$ cat config.mk
export PLATFORM = sky130hd
export DESIGN_NAME = pdm_byte_streamer
export DESIGN_NICKNAME = d
export VERILOG_FILES = /design/src/rtl/pdm_stream_pkg.sv /design/src/rtl/sync_fifo.sv /design/src/rtl/pdm_byte_streamer.sv
export SDC_FILE = /design/constraint.sdc
export NUM_CORES = 1
export LEC_CHECK = 0
export ABC_AREA = 1
export CAP_MARGIN = 20
export CORE_UTILIZATION = 40
export DETAILED_ROUTE_END_ITERATION = 12
export PLACE_DENSITY_LB_ADDON = 0.05
export SYNTH_ARGS = -nofsm -noshare
export SYNTH_HDL_FRONTEND = slang
export SYNTH_SLANG_ARGS = --single-unit
$ cat constraint.sdc
create_clock -name clk -period 2.98 [get_ports clk]
set_input_delay 0.447 -clock clk [delete_from_list [all_inputs] [get_ports clk]]
set_output_delay 0.447 -clock clk [all_outputs]
set_load 0.02 [all_outputs]
$ cat src/rtl/pdm_stream_pkg.sv
// rtl/pdm_stream_pkg.sv - command bytes and TX FSM encoding for the PDM byte streamer
package pdm_stream_pkg;

  localparam logic [7:0] CMD_START = 8'h73;
  localparam logic [7:0] CMD_STOP  = 8'h78;
  localparam logic [7:0] CMD_CLEAR = 8'h63;

  typedef logic [1:0] tx_state_t;

  localparam tx_state_t TX_IDLE  = 2'd0;
  localparam tx_state_t TX_SEND  = 2'd1;
  localparam tx_state_t TX_GUARD = 2'd2;

endpackage

$ cat src/rtl/sync_fifo.sv
// rtl/sync_fifo.sv - single-clock FIFO with occupancy count; push on full is accepted only alongside a pop
module sync_fifo #(
  parameter int WIDTH = 8,
  parameter int DEPTH = 16,
  localparam int AW = $clog2(DEPTH),
  localparam int LW = $clog2(DEPTH + 1)
) (
  input  logic             clk,
  input  logic             rst,
  input  logic             push,
  input  logic             pop,
  input  logic [WIDTH-1:0] din,
  output logic [WIDTH-1:0] dout,
  output logic             full,
  output logic             empty,
  output logic [LW-1:0]    level
);

  logic [WIDTH-1:0] mem [DEPTH];
  logic [AW-1:0]    wr_ptr;
  logic [AW-1:0]    rd_ptr;
  logic             do_push;
  logic             do_pop;

  assign full    = (level == LW'(DEPTH));
  assign empty   = (level == '0);
  assign do_pop  = pop & ~empty;
  assign do_push = push & (~full | do_pop);
  assign dout    = mem[rd_ptr];

  always_ff @(posedge clk or posedge rst) begin
    if (rst) begin
      wr_ptr <= '0;
      rd_ptr <= '0;
      level  <= '0;
    end else begin
      if (do_push) wr_ptr <= wr_ptr + AW'(1);
      if (do_pop)  rd_ptr <= rd_ptr + AW'(1);
      case ({do_push, do_pop})
        2'b10:   level <= level + LW'(1);
        2'b01:   level <= level - LW'(1);
        default: level <= level;
      endcase
    end
  end

  // Storage carries no reset; only the pointers define valid contents.
  always_ff @(posedge clk) begin
    if (do_push) mem[wr_ptr] <= din;
  end

endmodule

$ cat src/rtl/pdm_byte_streamer.sv
// rtl/pdm_byte_streamer.sv - packs synchronized PDM samples into bytes and streams them over the avr tx handshake
module pdm_byte_streamer
  import pdm_stream_pkg::*;
#(
  parameter int FIFO_DEPTH  = 16,
  parameter int SYNC_STAGES = 2,
  localparam int LW = $clog2(FIFO_DEPTH + 1)
) (
  input  logic          clk,
  input  logic          rst,
  input  logic          pdm_clk,
  input  logic          pdm_data,
  output logic [7:0]    tx_data,
  output logic          new_tx_data,
  input  logic          tx_busy,
  input  logic [7:0]    rx_data,
  input  logic          new_rx_data,
  output logic          streaming,
  output logic          overflow,
  output logic [LW-1:0] fifo_level
);

  logic [SYNC_STAGES-1:0] clk_sync;
  logic [SYNC_STAGES-1:0] data_sync;
  logic                   clk_d;
  logic                   pdm_rise;
  logic                   pdm_bit;

  logic [7:0] shift;
  logic [2:0] bit_cnt;
  logic       cmd_start;
  logic       cmd_stop;
  logic       cmd_clear;
  logic [7:0] byte_val;
  logic       byte_push;

  logic       fifo_pop;
  logic [7:0] fifo_dout;
  logic       fifo_full;
  logic       fifo_empty;
  tx_state_t  state;

  // Clock and data share the same depth so the sampled bit lines up with the edge.
  always_ff @(posedge clk or posedge rst) begin
    if (rst) begin
      clk_sync  <= '0;
      data_sync <= '0;
      clk_d     <= 1'b0;
    end else begin
      clk_sync  <= {clk_sync[SYNC_STAGES-2:0], pdm_clk};
      data_sync <= {data_sync[SYNC_STAGES-2:0], pdm_data};
      clk_d     <= clk_sync[SYNC_STAGES-1];
    end
  end

  assign pdm_rise = clk_sync[SYNC_STAGES-1] & ~clk_d;
  assign pdm_bit  = data_sync[SYNC_STAGES-1];

  assign cmd_start = new_rx_data && (rx_data == CMD_START);
  assign cmd_stop  = new_rx_data && (rx_data == CMD_STOP);
  assign cmd_clear = new_rx_data && (rx_data == CMD_CLEAR);

  assign byte_val  = {shift[6:0], pdm_bit};
  // A start or stop in the same cycle as the eighth bit suppresses the push.
  assign byte_push = streaming & pdm_rise & (bit_cnt == 3'd7) & ~cmd_start & ~cmd_stop;

  always_ff @(posedge clk or posedge rst) begin
    if (rst) begin
      streaming <= 1'b0;
      shift     <= '0;
      bit_cnt   <= '0;
    end else if (cmd_start) begin
      streaming <= 1'b1;
      shift     <= '0;
      bit_cnt   <= '0;
    end else if (cmd_stop) begin
      streaming <= 1'b0;
      shift     <= '0;
      bit_cnt   <= '0;
    end else if (streaming && pdm_rise) begin
      shift     <= byte_val;
      bit_cnt   <= bit_cnt + 3'd1;
    end
  end

  // A drop in the same cycle as a clear leaves the flag set so the loss is not hidden.
  always_ff @(posedge clk or posedge rst) begin
    if (rst) begin
      overflow <= 1'b0;
    end else if (byte_push && fifo_full && !fifo_pop) begin
      overflow <= 1'b1;
    end else if (cmd_clear) begin
      overflow <= 1'b0;
    end
  end

  sync_fifo #(
    .WIDTH (8),
    .DEPTH (FIFO_DEPTH)
  ) u_fifo (
    .clk   (clk),
    .rst   (rst),
    .push  (byte_push),
    .pop   (fifo_pop),
    .din   (byte_val),
    .dout  (fifo_dout),
    .full  (fifo_full),
    .empty (fifo_empty),
    .level (fifo_level)
  );

  assign fifo_pop    = (state == TX_IDLE) & ~fifo_empty & ~tx_busy;
  assign new_tx_data = (state == TX_SEND);

  // GUARD gives avr_interface one cycle to raise tx_busy before it is looked at again.
  always_ff @(posedge clk or posedge rst) begin
    if (rst) begin
      state   <= TX_IDLE;
      tx_data <= '0;
    end else begin
      case (state)
        TX_IDLE: begin
          if (fifo_pop) begin
            tx_data <= fifo_dout;
            state   <= TX_SEND;
          end
        end
        TX_SEND:  state <= TX_GUARD;
        TX_GUARD: state <= TX_IDLE;
        default:  state <= TX_IDLE;
      endcase
    end
  end

endmodule

==> results.txt <==
----------------------------------------------------
[Status]
  Run status ... finished clean

[Power]
  Cell Pwr Density ... 961.9 nW/um2
  Worst vdd ir ... 957.9 uV
  Logic pwr share ... 30.2%
  Internal portion of total power ... 5067 uW
  Sequential cell fraction of total power ... 42.9%
  Net switching component of the power ... 2791 uW
  Total design power ... 7858 uW
  Switching fraction of total power ... 35.52%
  Clock network power share ... 26.9%
  Static leakage ... 0.002987 uW

[Finish]
  Fin nets ... 648
  Most frequent cells in the layout ... sky130_fd_sc_hd__edfxtp_1 (128), sky130_fd_sc_hd__nor2_1 (102), sky130_fd_sc_hd__nand2_1 (63)
  Most common cell after layout, fill and taps aside ... sky130_fd_sc_hd__edfxtp_1
  Number of filler cells placed in the layout ... 1525
  Area Overhead vs Synth ... 17.39%
  Diodes inserted ... 0
  Layout cells sized above 1 ... 10.69%

[Synthesis]
  Cells after Synth ... 575
  Register bit total from synthesis ... 168
  YS warnings ... 0
  Average cell area after synthesis ... 12.10 um2
  Asr flop ratio synth ... 23.81%
  Number of distinct library cells after synthesis ... 34
  Sequential fraction of the synthesis area ... 69.62%
  Primary flip-flop cell chosen by synthesis mapping ... sky130_fd_sc_hd__edfxtp_1
  Number of enable-type register cells in the synthesized netlist ... 128
  Cell area after synthesis ... 6959 um2
  Syn_nets ... 600

[Routing]
  WL final ... 15980 um
  First drt pass iteration count ... 4
  DRC viols ... 0
  Starting DRT DRC Count ... 411
  Wire length per cell ... 18.66 um
  Total via count after detailed routing ... 4412
  ANT nets after route ... 0
  Average via count per standard cell ... 5.154

[Clock tree]
  Insertion delay to the later sink of the worst-skew pair ... 0.42 ns
  Clock tree from TritonCTS ... yes
  Clock tree buffer depth ... 2
  Number of buffers added by the clock tree synthesis step ... 17
  Clk sinks ... 168
  Root buffer cell ... sky130_fd_sc_hd__clkbuf_16
  Number of buffers added for setup after CTS ... 0
  CTS resizes ... 0
  Clock Pin Slew Worst Setup and Hold Paths ... 0.06 ns
  Number of levels the H-tree was split into ... 4
  Count of hold buffers inserted by post-cts repair ... 0

[Floorplanning]
  Die outline area ... 17930 um2
  Core region area ... 16760 um2
  Vertical die dimension ... 133.9 um
  Cell row count ... 47
  Num ports ... 30
  Initial Util ... 41.52%
  Width of the die ... 133.9 um

[GRT]
  Wire length of the first global-routing pass ... 24960 um
  Pin count of the biggest net entering global routing ... 67
  GRT Util Overall ... 19.10%
  Number of global-route vias before repair ... 4246
  Remaining global-route overflow ... 0
  Antenna violations before repair ... 0

[Worst setup path]
  Critical register-to-register path endpoint ... u_fifo.level[4]$_DFFE_PP0P_
  CP endpoint kind ... flip-flop
  Data arrival time of the critical path ... 2.67 ns
  Worst Path Class, Setup ... in2reg
  Number of cells on the worst reg-to-reg path ... 16
  Critical Path RT ... 3.30 ns
  Worst r2r src ... bit_cnt[0]$_DFFE_PP0P_
  Internal reg-to-reg setup slack ... 0.63 ns
  Largest fanout on the critical path ... 4
  Critical path startpoint category ... primary input

[Min path]
  HP Class ... in2async

[Timing]
  Actual slew at the worst max-slew pin ... 0.7713 ns
  Achievable frequency ... 424.1 MHz
  Final Hold Fails ... 0
  Total count of max-transition violations in the final report ... 0
  Setup violations, final ... 0
  Normalized max-slew margin ... 48.58%
  Minimum period implied by the final worst setup slack ... 2.358 ns
  Setup clock skew after layout ... 0.007654 ns
  Final TNS setup ... 0 ns
  Period Utilization, post-route ... 79.13%
  Unrepaired setup endpoints after global routing ... no

[Placement]
  Routability-driven placement congestion ratio ... 0.7556
  Half-perimeter wire length after detailed placement ... 9973 um
  Port Buf Inserts ... 29

[Run]
  Maximum Capacitance Violations ... 0

----------------------------------------------------
-- final cells by class --
| cell class | instances | area, um2 | share of cell area (%) |
|---|---|---|---|
| Sequential cell | 168 | 4846 | 59.32 |
| Multi-Input combinational cell | 352 | 1844 | 22.58 |
| Timing Repair Buffer | 57 | 533.0 | 6.525 |
| Clock buffer | 29 | 531.8 | 6.509 |
| Tap cell | 220 | 275.3 | 3.370 |
| Inverter | 27 | 101.3 | 1.241 |
| Clock inverter | 3 | 37.54 | 0.4595 |
-- registers in the layout (all words and copies together), names as in the netlist --
name / cells
u_fifo.wr_ptr: 4
shift: 7
u_fifo.mem: 128
streaming: 1
bit_cnt: 3
overflow: 1
tx_data: 8
u_fifo.rd_ptr: 4
clk_d: 1
u_fifo.level: 5
data_sync: 2
clk_sync: 2
state: 2
-- worst max-delay path, cell delays in order --
cell	delay, ns
sky130_fd_sc_hd__clkdlybuf4s50_1	0.45
sky130_fd_sc_hd__inv_1	0.05
sky130_fd_sc_hd__nand4_1	0.12
sky130_fd_sc_hd__nor2_1	0.08
sky130_fd_sc_hd__nor2_2	0.18
sky130_fd_sc_hd__nand2_2	0.11
sky130_fd_sc_hd__nand2_1	0.17
sky130_fd_sc_hd__inv_1	0.10
sky130_fd_sc_hd__ha_1	0.30
sky130_fd_sc_hd__inv_1	0.09
sky130_fd_sc_hd__o21bai_1	0.08
sky130_fd_sc_hd__a31oi_1	0.19
sky130_fd_sc_hd__inv_1	0.06
sky130_fd_sc_hd__nand2_1	0.08
sky130_fd_sc_hd__nand3_1	0.07
sky130_fd_sc_hd__nand2_1	0.07
sky130_fd_sc_hd__inv_1	0.03
-- power by group through the flow --
stage                     registers, uW  logic, uW  clock network (uW)
after floorplan                    3320       1550                   0
after global placement             3400       2380                   0
after detailed placement           3420       2400                   0
after CTS                          3370       2420                2150
after global routing               3410       2660                2240
final                              3370       2380                2110
-- stage by stage --
stage / worst slack, ns / cells / instance area, um2 / hold slack (ns) / util, %
3_3_place_gp: 0.2837 / 823 / 7572 / 0.3343 / 45.18
2_1_floorplan: 0.8341 / 575 / 6959 / 0.3312 / -
4_1_cts: 0.6208 / 856 / 8169 / 0.3455 / 48.74
6_report: 0.6219 / 856 / 8169 / 0.3339 / 48.74
5_1_grt: 0.3722 / 856 / 8169 / 0.3615 / 48.74
3_5_place_dp: 0.2127 / 824 / 7600 / 0.3347 / 45.35
-- how the worst max path moves through the flow --
stage	startpoint	end	slack [ns]	depth (start not counted)
global placement	rx_data[7]	u_fifo.level[4]$_DFFE_PP0P_	0.28	17
global route	bit_cnt[0]$_DFFE_PP0P_	u_fifo.level[4]$_DFFE_PP0P_	0.37	16
CTS	bit_cnt[0]$_DFFE_PP0P_	u_fifo.level[4]$_DFFE_PP0P_	0.62	16
finish	rx_data[7]	u_fifo.level[4]$_DFFE_PP0P_	0.62	17
floorplan	rx_data[7]	u_fifo.mem[7][0]$_DFFE_PP_	0.83	8
detailed placement	rx_data[7]	u_fifo.level[4]$_DFFE_PP0P_	0.21	17
-- cell usage after synthesis, drive strengths merged (2+ instances only) --
cell	count	share of area, %
edfxtp	128	55
nor2	110	6.3
o21ai	75	5.4
nand2	66	3.7
dfrtp	40	14
inv	25	1.3
o211ai	24	2.7
buf	15	1.7
clkbuf	13	0.70
a21oi	12	0.86
ha	10	1.8
nand2b	9	0.81
xor2	9	1.1
o221ai	8	1.0
o22ai	8	0.72
nand3	7	0.50
nand4	6	0.54
nor3	3	0.29
clkinv	2	0.11
-- layer usage --
layer,wire length (um),track usage [%],part of all wire [%],vias to the layer above
li1,-,-,-,2128
met1,7968,28.63,50,2192
met2,7252,27.66,45,70
met3,461,3.401,2.9,22
met4,293,6.944,1.8,0
met5,0,0,0,-
-- logic make-up after synthesis --
logic type / Yosys count / share of synthesized area (%)
buf+inv: 55 / 3.884
simple gates: 202 / 12.21
compound gates: 130 / 11.08
flops: 168 / 69.62
xor+xnor: 9 / 1.133
fa+ha+maj: 11 / 2.086
No activity file was read; power rests on OpenSTA's default activity.
